===== src/rtl/branch_pkg.sv =====
// Shared encodings for the branch-resolve slice: funct3 codes and FSM states.
package branch_pkg;

   localparam logic [2:0] F3_BEQ  = 3'b000;
   localparam logic [2:0] F3_BNE  = 3'b001;
   localparam logic [2:0] F3_BLT  = 3'b100;
   localparam logic [2:0] F3_BGE  = 3'b101;
   localparam logic [2:0] F3_BLTU = 3'b110;
   localparam logic [2:0] F3_BGEU = 3'b111;

   localparam logic [1:0] S_IDLE     = 2'd0;
   localparam logic [1:0] S_REDIRECT = 2'd1;
   localparam logic [1:0] S_FLUSH    = 2'd2;

endpackage


===== src/rtl/branch_cond.sv =====
// Combinational branch condition decode: {funct3, eq, lt} -> {taken, illegal}.
module branch_cond
   import branch_pkg::*;
(
   input  logic [2:0] funct3,
   input  logic       eq,
   input  logic       lt,
   output logic       taken,
   output logic       illegal
);

   // funct3[1] only selects signedness in the comparator, so BLT/BLTU and
   // BGE/BGEU share a condition here.
   always_comb begin
      taken   = 1'b0;
      illegal = 1'b0;
      case (funct3)
         F3_BEQ:           taken = eq;
         F3_BNE:           taken = !eq;
         F3_BLT, F3_BLTU:  taken = lt;
         F3_BGE, F3_BGEU:  taken = !lt;
         default:          illegal = 1'b1;
      endcase
   end

endmodule


===== src/rtl/branch_resolve.sv =====
// Branch resolve: consumes comparator results, redirects fetch on taken
// branches, then holds a pipeline flush for FLUSH_CYCLES cycles.
module branch_resolve
   import branch_pkg::*;
#(
   parameter int WIDTH        = 32,
   parameter int FLUSH_CYCLES = 2,
   parameter int CNT_W        = 16
) (
   input  logic             clk,
   input  logic             rst_n,
   input  logic             in_valid,
   output logic             in_ready,
   input  logic [2:0]       in_funct3,
   input  logic [WIDTH-1:0] in_pc,
   input  logic [WIDTH-1:0] in_imm,
   output logic             br_un,
   input  logic             br_eq,
   input  logic             br_lt,
   output logic             redirect_valid,
   input  logic             redirect_ready,
   output logic [WIDTH-1:0] redirect_pc,
   output logic             flush,
   output logic             illegal,
   output logic             misalign,
   output logic [CNT_W-1:0] taken_count
);

   localparam int FC_W = (FLUSH_CYCLES < 1) ? 1 : $clog2(FLUSH_CYCLES + 1);

   logic [1:0]       state;
   logic [FC_W-1:0]  flush_cnt;
   logic             accept;
   logic             c_taken;
   logic             c_illegal;
   logic [WIDTH-1:0] target;

   branch_cond u_cond (
      .funct3  (in_funct3),
      .eq      (br_eq),
      .lt      (br_lt),
      .taken   (c_taken),
      .illegal (c_illegal)
   );

   // Comparator mode and handshake are pure functions of the inputs/state.
   always_comb begin
      br_un    = in_funct3[1];
      in_ready = (state == S_IDLE) & rst_n;
      accept   = in_valid & in_ready;
      target   = in_pc + in_imm;
   end

   // Main FSM; error pulses default low so they last exactly one cycle.
   always_ff @(posedge clk) begin
      if (!rst_n) begin
         state          <= S_IDLE;
         flush_cnt      <= '0;
         redirect_valid <= 1'b0;
         redirect_pc    <= '0;
         flush          <= 1'b0;
         illegal        <= 1'b0;
         misalign       <= 1'b0;
         taken_count    <= '0;
      end else begin
         illegal  <= 1'b0;
         misalign <= 1'b0;
         case (state)
            S_IDLE: begin
               if (accept) begin
                  if (c_illegal) begin
                     illegal <= 1'b1;
                  end else if (c_taken) begin
                     if (target[1:0] != 2'b00) begin
                        misalign <= 1'b1;
                     end else begin
                        redirect_pc    <= target;
                        redirect_valid <= 1'b1;
                        if (taken_count != '1)
                           taken_count <= taken_count + 1'b1;
                        state <= S_REDIRECT;
                     end
                  end
               end
            end
            S_REDIRECT: begin
               if (redirect_ready) begin
                  redirect_valid <= 1'b0;
                  if (FLUSH_CYCLES > 0) begin
                     flush     <= 1'b1;
                     flush_cnt <= FC_W'(FLUSH_CYCLES);
                     state     <= S_FLUSH;
                  end else begin
                     state <= S_IDLE;
                  end
               end
            end
            S_FLUSH: begin
               if (flush_cnt == FC_W'(1)) begin
                  flush <= 1'b0;
                  state <= S_IDLE;
               end
               flush_cnt <= flush_cnt - 1'b1;
            end
            default: state <= S_IDLE;
         endcase
      end
   end

endmodule


===== config.mk =====
export PLATFORM = sky130hd
export DESIGN_NAME = branch_resolve
export DESIGN_NICKNAME = d
export VERILOG_FILES = /design/src/rtl/branch_pkg.sv /design/src/rtl/branch_cond.sv /design/src/rtl/branch_resolve.sv
export SDC_FILE = /design/constraint.sdc
export NUM_CORES = 1
export LEC_CHECK = 0
export BUFFER_PORTS_ARGS = -buffer_cell sky130_fd_sc_hd__buf_2
export CAP_MARGIN = 10
export CORE_ASPECT_RATIO = 0.9
export CORE_MARGIN = 1.5
export CORE_UTILIZATION = 47
export CTS_CLUSTER_SIZE = 30
export DETAILED_ROUTE_END_ITERATION = 16
export GPL_TIMING_DRIVEN = 1
export HOLD_SLACK_MARGIN = 0.02
export PLACE_DENSITY = 0.83
export SLEW_MARGIN = 10
export SYNTH_ARGS = -nofsm -noshare
export SYNTH_HDL_FRONTEND = slang
export SYNTH_HIERARCHICAL = 1
export SYNTH_SLANG_ARGS = --single-unit

===== constraint.sdc =====
create_clock -name clk -period 2.6 [get_ports clk]
set_input_delay 0.13 -clock clk [delete_from_list [all_inputs] [get_ports clk]]
set_output_delay 0.13 -clock clk [all_outputs]
set_load 0.02 [all_outputs]

# Word level (Yosys, flattened, before mapping)
# Cells that the tools add are included.
# word_totals
register_bits,56
inputBits,73
# classes
muxes,20
n_addsub,3
n_eq_ne,15
n_bitwise,3
reduce_logical,18
# op_table
operator,count
adder 32 bit,1
AND reduction 6 bit,3
adder 16 x 1 -> 16 bit (second input constant),1
!= test 16 bit (second input constant),1
equality test 3 bit (second input constant),4
two-way mux 2 bit,6
!= test 2 bit (second input constant),6
AND reduction 5 bit,2
two-way mux 1 bit,9
one-hot mux 2 bit (3 select lines),1
AND reduction 3 bit,2
nonzero test 2 bit,3
OR reduction 6 bit,1
equality test 2 x 1 -> 1 bit (second input constant),2
one-hot mux 1 bit (2 select lines),2
one-hot mux 1 bit (4 select lines),1
one-hot mux 2 bit (2 select lines),1
OR reduction 2 bit,2
equality test 3 x 1 -> 1 bit (second input constant),1
logical NOT 3 bit,1
bitwise AND 1 bit,2
equality test 2 bit (second input constant),1
logical NOT 1 bit,2
logical NOT 2 bit,1
other kinds (3),3

# Longest topological paths before layout
# logic_depth
ltp_word,7
mapped_depth,10

# Hierarchy
# Netlist, hierarchy kept.
# modules_own_cells
module,cells_per_inst,area_each_um2,instances
branch_resolve,488,3902.5,1
branch_cond,5,36.3,1

# Worst setup path after synthesis
# No wires, ideal clock.
# synth_path
kind,input-to-reg
startpoint,in in_pc[0]
endpoint,reg taken_count[11]
t_arrival_ps,2422
slack_ps,108
stages,9
t_required_ps,2530
cell_sequence,ha_1 fa_1 or2_2 or4_1 buf_2 a41oi_4 nand3_4 or3_1 a21boi_1
# synth_via
elab_chain_cells,4
# synth_lines
element,line,text
start: declaration,branch_resolve.sv:15,"input logic [WIDTH-1:0] in_pc,"
adder 32 bit,branch_resolve.sv:51,target = in_pc + in_imm;
named net target[1],branch_resolve.sv:36,logic [WIDTH-1:0] target;
nonzero test 2 bit,branch_resolve.sv:74,if (target[1:0] != 2'b00) begin
NOT 1 bit (no source line),--,
AND reduction 6 bit (no source line),--,
end signal: assignment,branch_resolve.sv:80,taken_count <= taken_count + 1'b1;
end: declaration,branch_resolve.sv:26,output logic [CNT_W-1:0] taken_count
# The timed path passes the listed nets, and every way through them passes these cells.
# A chain may end at the register's enable or synchronous reset.

# Final worst setup path
# layout_path
startpoint,reg state[1]
endpoint,reg redirect_pc[28]
# layout_via
elab_chain_cells,4
# layout_lines
element,line,text
start: declaration,branch_resolve.sv:31,logic [1:0] state;
start signal: assignment,branch_resolve.sv:57,state <= S_IDLE;
start signal: assignment,branch_resolve.sv:81,state <= S_REDIRECT;
start signal: assignment,branch_resolve.sv:92,state <= S_FLUSH;
logical NOT 2 bit *,"branch_resolve.sv:49, branch_resolve.sv:68",
bitwise AND 1 bit,branch_resolve.sv:49,in_ready = (state == S_IDLE) & rst_n;
bitwise AND 1 bit,branch_resolve.sv:50,accept = in_valid & in_ready;
AND reduction 5 bit (no source line) *,--,
end signal: assignment,branch_resolve.sv:77,redirect_pc <= target;
end: declaration,branch_resolve.sv:22,"output logic [WIDTH-1:0] redirect_pc,"
# Mark *: on every way between the ends. The rest lies on a longest branch, timed or not.

==> flow_summary.yaml <==
pwr:
  p_per_area_mw_per_mm2: 423
  cellLeakagePower_nw: 2.34
  peakVddDrop_uv: 245
floorplan:
  die_h_um: 89.8
  die_x_um: 99.5
  core-area_mm2: 0.00811
  io_pins: 127
  start_util: 0.486
  rows: 31
  dieArea_mm2: 0.00894
worst_setup_path:
  r2r-start: "state[1]"
  r2r_slack_ns: 0.16
  cp-start-kind: "flip-flop"
  timing.rr.end: "redirect_pc[28]"
  cp.arrival_ns: 2.70
  worstPathRequired_ns: 2.86
  endpoint_kind: "flip-flop"
  crit_fanout: 3
  reg2regPathDepth: 6
  path_class: "reg2reg"
finish:
  layout_commonest_cell: "buf_2"
  fillers: 744
  syn2layout_area_growth_pct: 25.1
  final_cell_mix: "126 x buf_2, 56 x dfxtp_1, 55 x o21ai_0"
  nets: 740
  drive_gt1_frac: 0.268
  instances_no_fill: 733
  antenna_cells: 0
grt:
  grt_overflow_total: 0
  grt_max_degree: 55
  grt_pass1_vias: 3736
  antenna_found_initial: 0
  grt_util_all_layers: 0.220
  grt_pass1_wl_um: 16500
sta:
  fin_skew_ns: 0.00566
  finalSetupViolCount: 0
  hold_violations: 0
  max_freq_mhz: 409
  slew_violations: 0
  period_needed_ns: 2.44
  rsz0062_at_grt: "no"
  setup-tns-final_ns: 0
  relSlewSlack: 0.697
  worst_pin_slew_ns: 0.455
  finalCritPeriodShare: 0.940
clock_tree:
  htree_num_levels: 2
  cts_tree: "yes"
  path_clk_slew_ns: 0.10
  clk_latency_ns: 0.31
  clockRootBuffer: "clkbuf_8"
  cts_resized: 0
  clockBufferDepth: 2
  cts_buffers: 5
  holdBufCountCts: 0
  postCtsSetupBuffers: 0
  cts.sink_count: 56
placed_design:
  hpwl_um: 8000
  dp.cells: 725
  port_buffers: 126
  gp_congestion: 0.935
yosys:
  async_reset_ff_frac: 0
  ys_seq_area_frac: 0.285
  synth_edf_count: 0
  synth_top_family_by_area: "compound AO/OA/AOI/OAI gates"
  ys_ff_latch: 56
  synth.mux.area_fraction: 0.00508
  synth_cells: 493
  synth_area_per_cell_um2: 7.99
  syn-num-nets: 600
  synthXorXnorAreaFrac: 0.0934
  ys_types: 54
  synthAdderAreaFrac: 0.110
  yosysWarnings: 6
  synth_ff_type: "dfxtp_1"
  synth_compound_area_frac: 0.234
  synthSimpleGateAreaFrac: 0.233
  syn_area_mm2: 0.00394
routing:
  post_drt_wl_per_cell_um: 13.5
  ant_nets: 0
  via_per_inst: 5.48
  drcViolationCount: 0
  vias: 4019
  routed_wirelength_um: 9880
  drt_iter0_drc: 178
  firstDrtPassIters: 4
status:
  status: "completed"
flow_run:
  drv_cap: 0
worst_hold_path:
  hold_class: "in2reg"
  hold_start: "in_valid"
  hold_path_depth: 2
  hold-path-endpoint: "illegal"
-- worst max path at each step --
stage | start | endpoint | cells after the start
after CTS | state[1] | redirect_pc[28] | 6
after floorplan | in_pc[0] | taken_count[11] | 9
after detailed placement | in_pc[0] | redirect_pc[28] | 8
after global routing | state[1] | taken_count[4] | 8
after global placement | in_pc[0] | redirect_pc[28] | 8
final | state[1] | redirect_pc[28] | 6
-- area by class of cell --
type | instances | area (µm²) | share of cell area
clock buffer | 6 | 72.6 | 0.0147
sequential | 56 | 1120 | 0.228
inverter | 15 | 56.3 | 0.0114
timing repair buffer | 155 | 848 | 0.172
clock inverter | 2 | 38.8 | 0.00787
multi-input combinational | 400 | 2670 | 0.541
tap | 99 | 124 | 0.0251
-- cells in the mapped netlist, drive strengths merged (3+ instances only) --
| library cell | number | area [µm²] |
|---|---|---|
| xnor2 | 26 | 228 |
| nand4 | 7 | 43.8 |
| clkbuf | 16 | 60.1 |
| a21boi | 5 | 37.5 |
| buf | 6 | 42.5 |
| nor2b | 7 | 43.8 |
| nand2 | 47 | 176 |
| o211a | 3 | 30.0 |
| o21a | 5 | 37.5 |
| nor3 | 8 | 40.0 |
| ha | 33 | 413 |
| xor2 | 16 | 140 |
| dfxtp | 56 | 1120 |
| a21o | 8 | 60.1 |
| nand3 | 27 | 148 |
| nor2 | 19 | 71.3 |
| o31ai | 4 | 30.0 |
| o21bai | 3 | 22.5 |
| nand4b | 3 | 26.3 |
| and2 | 32 | 200 |
| a31oi | 7 | 43.8 |
| a41oi | 3 | 45.1 |
| o21ai | 55 | 275 |
| inv | 15 | 56.3 |
| or3 | 6 | 37.5 |
| and3 | 8 | 50.1 |
| a21oi | 39 | 195 |
-- layer usage --
layer / vias up / track usage / part of all wire
met5: - / 0 / 0
met1: 1839 / 0.294 / 0.46
met2: 121 / 0.380 / 0.48
met3: 8 / 0.0295 / 0.047
li1: 2051 / - / -
met4: 0 / 0.0446 / 0.0088
-- logic make-up after synthesis --
logic type,Yosys count
AO/OA/AOI/OAI,149
XOR/XNOR,42
adder cells (fa/ha/maj),34
multiplexers,2
buffers and inverters,37
AND/OR/NAND/NOR,173
flip-flops,56
-- stage by stage --
| stage | setup WS (ns) | area [µm²] | utilization | power [mW] | hold slack, ns |
|---|---|---|---|---|---|
| 2_1_floorplan | 0.108 | 3940 | - | 1.31 | 0.283 |
| 3_3_place_gp | -0.146 | 4820 | 0.594 | 1.50 | 0.381 |
| 3_5_place_dp | -0.165 | 4820 | 0.594 | 1.52 | 0.401 |
| 4_1_cts | 0.140 | 4930 | 0.608 | 2.09 | 0.0779 |
| 5_1_grt | 0.0178 | 4930 | 0.608 | 2.20 | 0.0925 |
| 6_report | 0.156 | 4930 | 0.608 | 2.09 | 0.0817 |
-- critical path, cell delays in order, from the launching register on --
cell and delay (ns):
dfxtp_1 0.35, nor3b_4 0.23, nand4b_1 0.19, or4_2 0.73, buf_4 0.18, or4b_2 0.62, nand3_1 0.09
-- report_power, final --
part | internal, mW | switching, mW | leakage, nW
registers | 0.871 | 0.00861 | 0.452
clock network | 0.292 | 0.291 | 0.0558
logic | 0.282 | 0.341 | 1.83
total | 1.45 | 0.641 | 2.34
-- registers in the layout, summed over array words and instances, names as in the netlist --
| name | cells |
|---|---|
| flush | 1 |
| flush_cnt | 2 |
| illegal | 1 |
| misalign | 1 |
| redirect_pc | 32 |
| redirect_valid | 1 |
| state | 2 |
| taken_count | 16 |
No activity file was read; power rests on OpenSTA's default activity.
